## src/rtl/perf_counter_bank.sv

```systemverilog
// ---------------------------------------------------------------------------
// perf_counter_bank
//
// Event-counter bank for the pipelined MIPS CPU. It holds N_CH live counters
// of CNT_W bits. Each counter can wrap or saturate, and each has a sticky
// overflow flag. Every counter also has a shadow copy that the LED/display
// path reads back through a registered read port.
//
// A small run-control FSM gates counting:
//   IDLE (0) -> RUN (1) on start.
//   RUN -> HALTED (2) when halt is seen. This entry also takes an
//                     automatic snapshot.
//   HALTED -> RUN on go, but only while halt is low.
//   Any state -> IDLE on clr_cnt.
//
// The control inputs start, go, snap and clr_cnt are single-cycle pulse
// requests. They have no handshake: each one is sampled on every rising
// edge, and a level held for n cycles acts as n requests.
//
// Ports
//   clk        system clock, all state updates on the rising edge
//   clr        asynchronous active-high reset
//   start      pulse, IDLE -> RUN
//   halt       level, CPU halted on syscall (freeze request)
//   go         pulse, HALTED -> RUN when halt is low
//   clr_cnt    synchronous clear of counters, shadows and flags; FSM -> IDLE
//   snap       pulse, copy live counters into shadows
//   evt        per-channel event strobes
//   ch_en      per-channel count enables
//   rd_sel     channel to read back
//   rd_data    registered shadow value of channel rd_sel (0 if out of range)
//   rd_ovf     registered overflow flag of channel rd_sel (0 if out of range)
//   ovf        sticky overflow flags, all channels
//   state      FSM state: IDLE=0, RUN=1, HALTED=2
//   snap_done  one-cycle pulse after any snapshot
// ---------------------------------------------------------------------------
module perf_counter_bank #(
    parameter int N_CH     = 8,
    parameter int CNT_W    = 32,
    parameter int SAT_MODE = 0,
    parameter int SEL_W    = $clog2(N_CH)
) (
    input  logic             clk,
    input  logic             clr,
    input  logic             start,
    input  logic             halt,
    input  logic             go,
    input  logic             clr_cnt,
    input  logic             snap,
    input  logic [N_CH-1:0]  evt,
    input  logic [N_CH-1:0]  ch_en,
    input  logic [SEL_W-1:0] rd_sel,
    output logic [CNT_W-1:0] rd_data,
    output logic             rd_ovf,
    output logic [N_CH-1:0]  ovf,
    output logic [1:0]       state,
    output logic             snap_done
);

    typedef enum logic [1:0] {
        ST_IDLE   = 2'd0,
        ST_RUN    = 2'd1,
        ST_HALTED = 2'd2,
        ST_BAD    = 2'd3
    } state_t;

    localparam logic [CNT_W-1:0] CNT_MAX = '1;

    state_t           r_state;
    logic [CNT_W-1:0] r_cnt    [N_CH];
    logic [CNT_W-1:0] r_shadow [N_CH];
    logic [N_CH-1:0]  r_ovf;
    logic             r_snap_done;
    logic [CNT_W-1:0] r_rd_data;
    logic             r_rd_ovf;

    logic             w_count_en;
    logic             w_enter_halt;
    logic             w_take_snap;
    logic             w_sel_ok;
    logic [CNT_W-1:0] w_cnt_nxt [N_CH];
    logic [N_CH-1:0]  w_ovf_set;

    // The cycle in which halt is first seen in RUN does not count.
    assign w_count_en   = (r_state == ST_RUN) && !halt;
    assign w_enter_halt = (r_state == ST_RUN) && halt;
    // clr_cnt has priority and suppresses both manual and automatic snapshots.
    assign w_take_snap  = !clr_cnt && (snap || w_enter_halt);
    assign w_sel_ok     = (32'(rd_sel) < N_CH);

    // Next value of each live counter, including the overflow decision.
    always_comb begin
        for (int i = 0; i < N_CH; i++) begin
            w_cnt_nxt[i] = r_cnt[i];
            w_ovf_set[i] = 1'b0;
            if (w_count_en && evt[i] && ch_en[i]) begin
                if (r_cnt[i] == CNT_MAX) begin
                    w_cnt_nxt[i] = (SAT_MODE != 0) ? CNT_MAX : '0;
                    w_ovf_set[i] = 1'b1;
                end else begin
                    w_cnt_nxt[i] = r_cnt[i] + CNT_W'(1);
                end
            end
        end
    end

    // Run-control FSM. Encoding 3 is unreachable and falls back to IDLE.
    always_ff @(posedge clk or posedge clr) begin
        if (clr) begin
            r_state <= ST_IDLE;
        end else if (clr_cnt) begin
            r_state <= ST_IDLE;
        end else begin
            case (r_state)
                ST_IDLE:   if (start)        r_state <= ST_RUN;
                ST_RUN:    if (halt)         r_state <= ST_HALTED;
                ST_HALTED: if (go && !halt)  r_state <= ST_RUN;
                default:                     r_state <= ST_IDLE;
            endcase
        end
    end

    // Live counters, shadows and sticky flags. A shadow loads the post-increment
    // value, so an event in the snapshot cycle is included in the snapshot.
    always_ff @(posedge clk or posedge clr) begin
        if (clr) begin
            for (int i = 0; i < N_CH; i++) begin
                r_cnt[i]    <= '0;
                r_shadow[i] <= '0;
            end
            r_ovf       <= '0;
            r_snap_done <= 1'b0;
        end else if (clr_cnt) begin
            for (int i = 0; i < N_CH; i++) begin
                r_cnt[i]    <= '0;
                r_shadow[i] <= '0;
            end
            r_ovf       <= '0;
            r_snap_done <= 1'b0;
        end else begin
            for (int i = 0; i < N_CH; i++) begin
                r_cnt[i] <= w_cnt_nxt[i];
                if (w_take_snap) begin
                    r_shadow[i] <= w_cnt_nxt[i];
                end
            end
            r_ovf       <= r_ovf | w_ovf_set;
            r_snap_done <= w_take_snap;
        end
    end

    // Registered read port. It reads the shadow register, so a snapshot taken
    // at edge k becomes visible here at edge k+1.
    always_ff @(posedge clk or posedge clr) begin
        if (clr) begin
            r_rd_data <= '0;
            r_rd_ovf  <= 1'b0;
        end else if (w_sel_ok) begin
            r_rd_data <= r_shadow[rd_sel];
            r_rd_ovf  <= r_ovf[rd_sel];
        end else begin
            r_rd_data <= '0;
            r_rd_ovf  <= 1'b0;
        end
    end

    assign rd_data   = r_rd_data;
    assign rd_ovf    = r_rd_ovf;
    assign ovf       = r_ovf;
    assign state     = r_state;
    assign snap_done = r_snap_done;

endmodule
```

## config.mk

```make
export PLATFORM = sky130hd
export DESIGN_NAME = perf_counter_bank
export DESIGN_NICKNAME = d
export VERILOG_FILES = /design/src/rtl/perf_counter_bank.sv
export SDC_FILE = /design/constraint.sdc
export NUM_CORES = 1
export LEC_CHECK = 0
export BUFFER_PORTS_ARGS = -buffer_cell sky130_fd_sc_hd__clkbuf_2
export CAP_MARGIN = 40
export CORE_MARGIN = 3
export CORE_UTILIZATION = 35
export DETAILED_ROUTE_END_ITERATION = 8
export HOLD_SLACK_MARGIN = 0.08
export PLACE_DENSITY = 0.61
export SLEW_MARGIN = 15
export SYNTH_ARGS = -nofsm -noshare
export SYNTH_HDL_FRONTEND = slang
export SYNTH_SLANG_ARGS = --single-unit
```

## constraint.sdc

```tcl
create_clock -name clk -period 22.1 [get_ports clk]
set_clock_uncertainty 0.05 [all_clocks]
set_input_delay 1.105 -clock clk [delete_from_list [all_inputs] [get_ports clk]]
set_output_delay 1.105 -clock clk [all_outputs]
set_load 0.05 [all_outputs]
```

# --- Yosys cells after proc, flatten, opt, wreduce, memory -nomap -nowiden ---
# Cells that the tools add are included.
word_totals:
  register_bits: 556
  inputBits: 26
  wordCells: 126
classes:
  add_sub_neg: 8
  n_lt_le_gt_ge: 2
  n_eq_ne: 13
  n_mux: 54
  n_bitwise: 2
  n_reduce_logical: 26
op_table:
  columns: ["cell", "count"]
  rows:
  - ["$mux W32", 26]
  - ["$mux W256", 2]
  - ["$add A32 B1 Y32 const B", 8]
  - ["$eq A32 B32 Y1 const B", 8]
  - ["$bmux W32 S3", 1]
  - ["$logic_and A1 B1 Y1", 20]
  - ["$mux W1", 18]
  - ["$ne A3 B3 Y1 const B", 3]
  - ["$mux W2", 4]
  - ["$mux W8", 1]
  - ["$or A8 B8 Y8", 1]
  - ["$pmux W2 S3", 1]
  - ["$ge A4 B4 Y1 const B", 1]
  - ["$lt A3 B4 Y1 const B", 1]
  - ["$not A3 Y4", 1]
  - ["$bmux W1 S3", 1]
  - ["$reduce_and A3 Y1", 1]
  - ["$eq A2 B1 Y1 const B", 1]
  - ["$eq A2 B2 Y1 const B", 1]
  - ["$logic_not A1 Y1", 2]
  - ["$logic_not A2 Y1", 1]
  - ["$reduce_bool A2 Y1", 1]
  - ["$logic_or A1 B1 Y1", 1]

# --- Depth between registers and ports, before layout ---
depth:
  word_depth: 7
  mapped_depth: 10

# --- Worst setup path after synthesis ---
# OpenSTA, ideal clock, no wires.
synth_timing:
  kind: "input port to flip-flop"
  from: "input halt"
  to: "register r_shadow[49] (netlist bit)"
  t_arrival_ns: 2.984
  required_time_ns: 21.925
  slack_ns: 18.941
  path_stages: 8
  path_cell_list: "or3b_1 -> buf_4 -> or2_1 -> buf_2 -> or3_4 -> or3_1 -> xor2_1 -> o21ai_1"
synth_between:
  elab_chain_len: 7
  elab_cells_between_ends: 11
  cone_classes: "3 x mux; 8 x reduce/logical"
synth_rtl:
  columns: ["item", "line", "rtl"]
  rows:
  - ["start: declaration", "46", "input logic halt,"]
  - ["$logic_not A1 Y1", "85", "assign w_count_en = (r_state == ST_RUN) && !halt;"]
  - ["$logic_and A1 B1 Y1", "85", null]
  - ["$logic_and A1 B1 Y1 (2 in series)", "96", "if (w_count_en && evt[i] && ch_en[i]) begin"]
  - ["$mux W32", "96", null]
  - ["$mux W32", "143", "if (w_take_snap) begin"]
  - ["$mux W256", "133", "end else if (clr_cnt) begin"]
  - ["end signal: indexed assignment", "144", "r_shadow[i] <= w_cnt_nxt[i];"]
  - ["end: declaration", "71", "logic [CNT_W-1:0] r_shadow [N_CH];"]
# Parallel ways exist; a longest one is shown, timed or not. The select of a mux whose other input is x is not followed.
# A chain may end at the register's enable or synchronous reset.

# --- Final worst setup path ---
layout_timing:
  from: "input halt"
  to: "register r_shadow[72] (netlist bit)"
# Same word-level chain as after synthesis.

==> impl_results.md <==
* DRC violations left at 0
* Die height at between 200 and 300 um
* Chip width at around 270 um
* Vias per std cell at around 5.3
* Register area share after synthesis at a little under three fifths
* Worst setup path class: input pin to flip-flop
* Post-cts sizing count at 0
* Placer Congestion at 0.862
* Syn Area/Cell at 10.5 sq um
* Period utilisation layout at between 10% and 20%
* Hold Path Class: flip-flop to flip-flop
* Yosys reg bits at about 560
* Hold wc startpoint: r_shadow[191]
* Hold Slack at roughly 0.43 ns
* Fmax achieved at ~280 MHz
* Initial DRC count at 1,733
* Final core utilization at about 40%
* Mapped Area at ~25,000 sq um
* Clk network pwr share at around half
* CTS tree: built
* Core area at a little over 70,000 sq um
* Area occupied by registers at approximately 14,000 sq um
* Total power at approximately 2.2 mW
* Clock Root Buffer: clkbuf_16
* Number of global-route vias before repair at 18,262
* Cell area power density at about 76 nW/um^2
* Initial Utilization at between 30% and 40%
* Final layout net count at 2,478
* Clock period minus worst slack at 3.62 ns
* Area grow syn2layout at 14.8%
* Initial antenna violation count at 2
* Outcome: finished, final reports clean
* Peak supply drop at 0.0000638 V
* Sw Ratio at 22.3%
* Clock buffer depth at 3
* Proportion of netlist area held by the largest area contributor at a little under three fifths
* Die ar. at approximately 75,000 sq um
* # hold bufs at CTS at 0
* Final setup fails at 0
* Setup TNS at 0 ns
* Hold Path Depth at 2
* Via count at ~18,000
* Commonest non-fill, non-tap cells in the layout: dfrtp_1 (556), nor2_1 (354), nand2_1 (328)
* Antenna-violating nets left at 0
* Global-route wire length before repair at around 110,000 um
* Total track usage at approximately a fifth
* Gate power share at 4.4%
* Yosys Warn Count at 0
* Clk slew on worst S/H paths at ~0.06 ns
* Sequential fraction of design power at a little under half
* Worst path required time at ~23 ns
* I/O pins at 70
* Cell Int Power at 1.69 mW
* Worst r2r dst: r_shadow[72]
* Arrival time at the worst endpoint at roughly 4 ns
* Layout cells sized above 1 at ~13%
* Synth Flop Type: dfrtp_1
* Setup Fix Bufs, Post-CTS at 0
* Reg2Reg Depth at 8
* Num rows at 97
* Async set or reset register ratio after synthesis at 100%
* Max FO, Critical Path at 31
* Psw at between 0.4 and 0.5 mW
* CP startpoint kind: input pin
* Area of the multi-input gates at approximately 11,000 sq um
* Fillers at about 6,700
* Largest net degree at the start of global routing at 182
* Total gr overflow at 0
* Worst Setup End Kind: flip-flop
* Reg2reg start: state[1]
* Post-synth EDFFs at 0
* CTS H-tree lvls at 2
* TritonRoute pass-1 iters at 5
* Slew Viols, Final at 0
* Syn nets at between 2,000 and 2,500
* IO Port Bufs at 69
* WL final at 69,600 um
* CTS Buf Count at just under 60
* Min-Delay Endpoint: r_shadow[191]
* Skew-Pair Late Insertion Delay at approximately 0.62 ns
* Synth cell types at 51
* Slew @ Worst Pin at 1.03 ns
* Hpwl dp at between 40,000 and 50,000 um
* Wire length per cell at 20.3 um
* Top cells by area, synth: dfrtp_1 (56%), mux4_2 (5.9%), nor2_1 (5.3%), nand2_1 (4.9%), xor2_1 (4.7%)
* Leak pwr at 12.5 nW
* Slew Limit Headroom at between 30 and 40%
* Reg-to-reg setup timing slack at 18.63 ns
* Max-cap violations at 0
* Commonest non-fill, non-tap cell in the layout: dfrtp_1
* Largest area contributor in the netlist: dfrtp_1
* Clk sink count at ~560
* Hold Vio Cnt, Final at 0
* Syn Inst Count at about 2,400
* Non-filler cells, final at approximately 3,400
* Dpl cells at approximately 3,300
* RSZ-0062 raised after global routing: false
## metrics by stage
stage | setup WS, ns | instance area, sq um
detailed placement | 17.64 | 26600
floorplan | 5.40 | 25000
global route | 18.20 | 28700
global placement | 17.45 | 26300
CTS | 18.31 | 28600
finish | 18.48 | 28700
## kinds of logic after synthesis
| family | synth area share (%) |
|---|---|
| xor gates and xnor gates | 8.57 |
| buffers and inverters | 2.38 |
| and+or+nand+nor | 19.2 |
| muxes | 7.79 |
| AOI/OAI and AO/OA | 6.07 |
| adders and majority gates | 0.400 |
| DFF | 55.6 |
## critical path, cell delays in order
cell and delay (ns):
clkbuf_2 0.13, nor3b_2 0.16, buf_4 0.28, nand3_1 0.19, nor3_1 0.55, a31o_2 0.73
nand2b_1 0.53, buf_6 0.23, o21ai_0 0.10
## how the worst max path moves through the flow
stage	start	to	cells past startpoint
after global routing	halt	r_shadow[71]	9
after detailed placement	clr	r_shadow[36]	6
after floorplan	clr	ovf[0]	1
after CTS	halt	r_shadow[37]	8
final	halt	r_shadow[72]	9
after global placement	clr	r_cnt[3]	5
## metal layers
metal  track usage, %  share of wire, %  up-vias
met4             6.36               3.1        4
met5                0             0.040        -
met1             27.4                46     9300
met3             4.03               7.2      110
li1                 -                 -     8301
met2             27.7                44      602
## sequential cells by signal (all words and copies together), names as in the netlist
name / count
r_cnt: 256
r_shadow: 256
rd_data: 32
ovf: 8
state: 2
rd_ovf: 1
snap_done: 1
## area by class of cell
| type | count | area share [%] |
|---|---|---|
| antenna | 1 | 0.00871 |
| clock inverter | 19 | 1.24 |
| inverter | 32 | 0.444 |
| multi-input combinational | 1682 | 36.7 |
| timing repair buffer | 114 | 3.21 |
| clock buffer | 84 | 5.92 |
| sequential | 556 | 48.4 |
| tap | 940 | 4.09 |
## cell usage after synthesis (15+ instances only)
cell      number
o21ai_0      212
nor2_1       355
dfrtp_1      556
mux4_2        66
clkbuf_1      83
buf_1         18
xnor2_1      110
buf_2         15
nor3_1        38
a211oi_1      27
a21oi_1       15
inv_1         31
nand2_1      328
mux2_2        34
nand4_1       67
and4_1        35
and3_1        55
nand3_1       94
xor2_1       135
## power groups by stage
stage	logic (mW)	clock network, mW	registers (mW)
final	0.0966	1.05	1.03
after global routing	0.106	1.12	1.03
after CTS	0.0962	1.07	1.03
after detailed placement	0.0961	0	1.04
after global placement	0.0880	0	1.04
after floorplan	0.0569	0	1.05
Power figures use the tool's default switching activity.
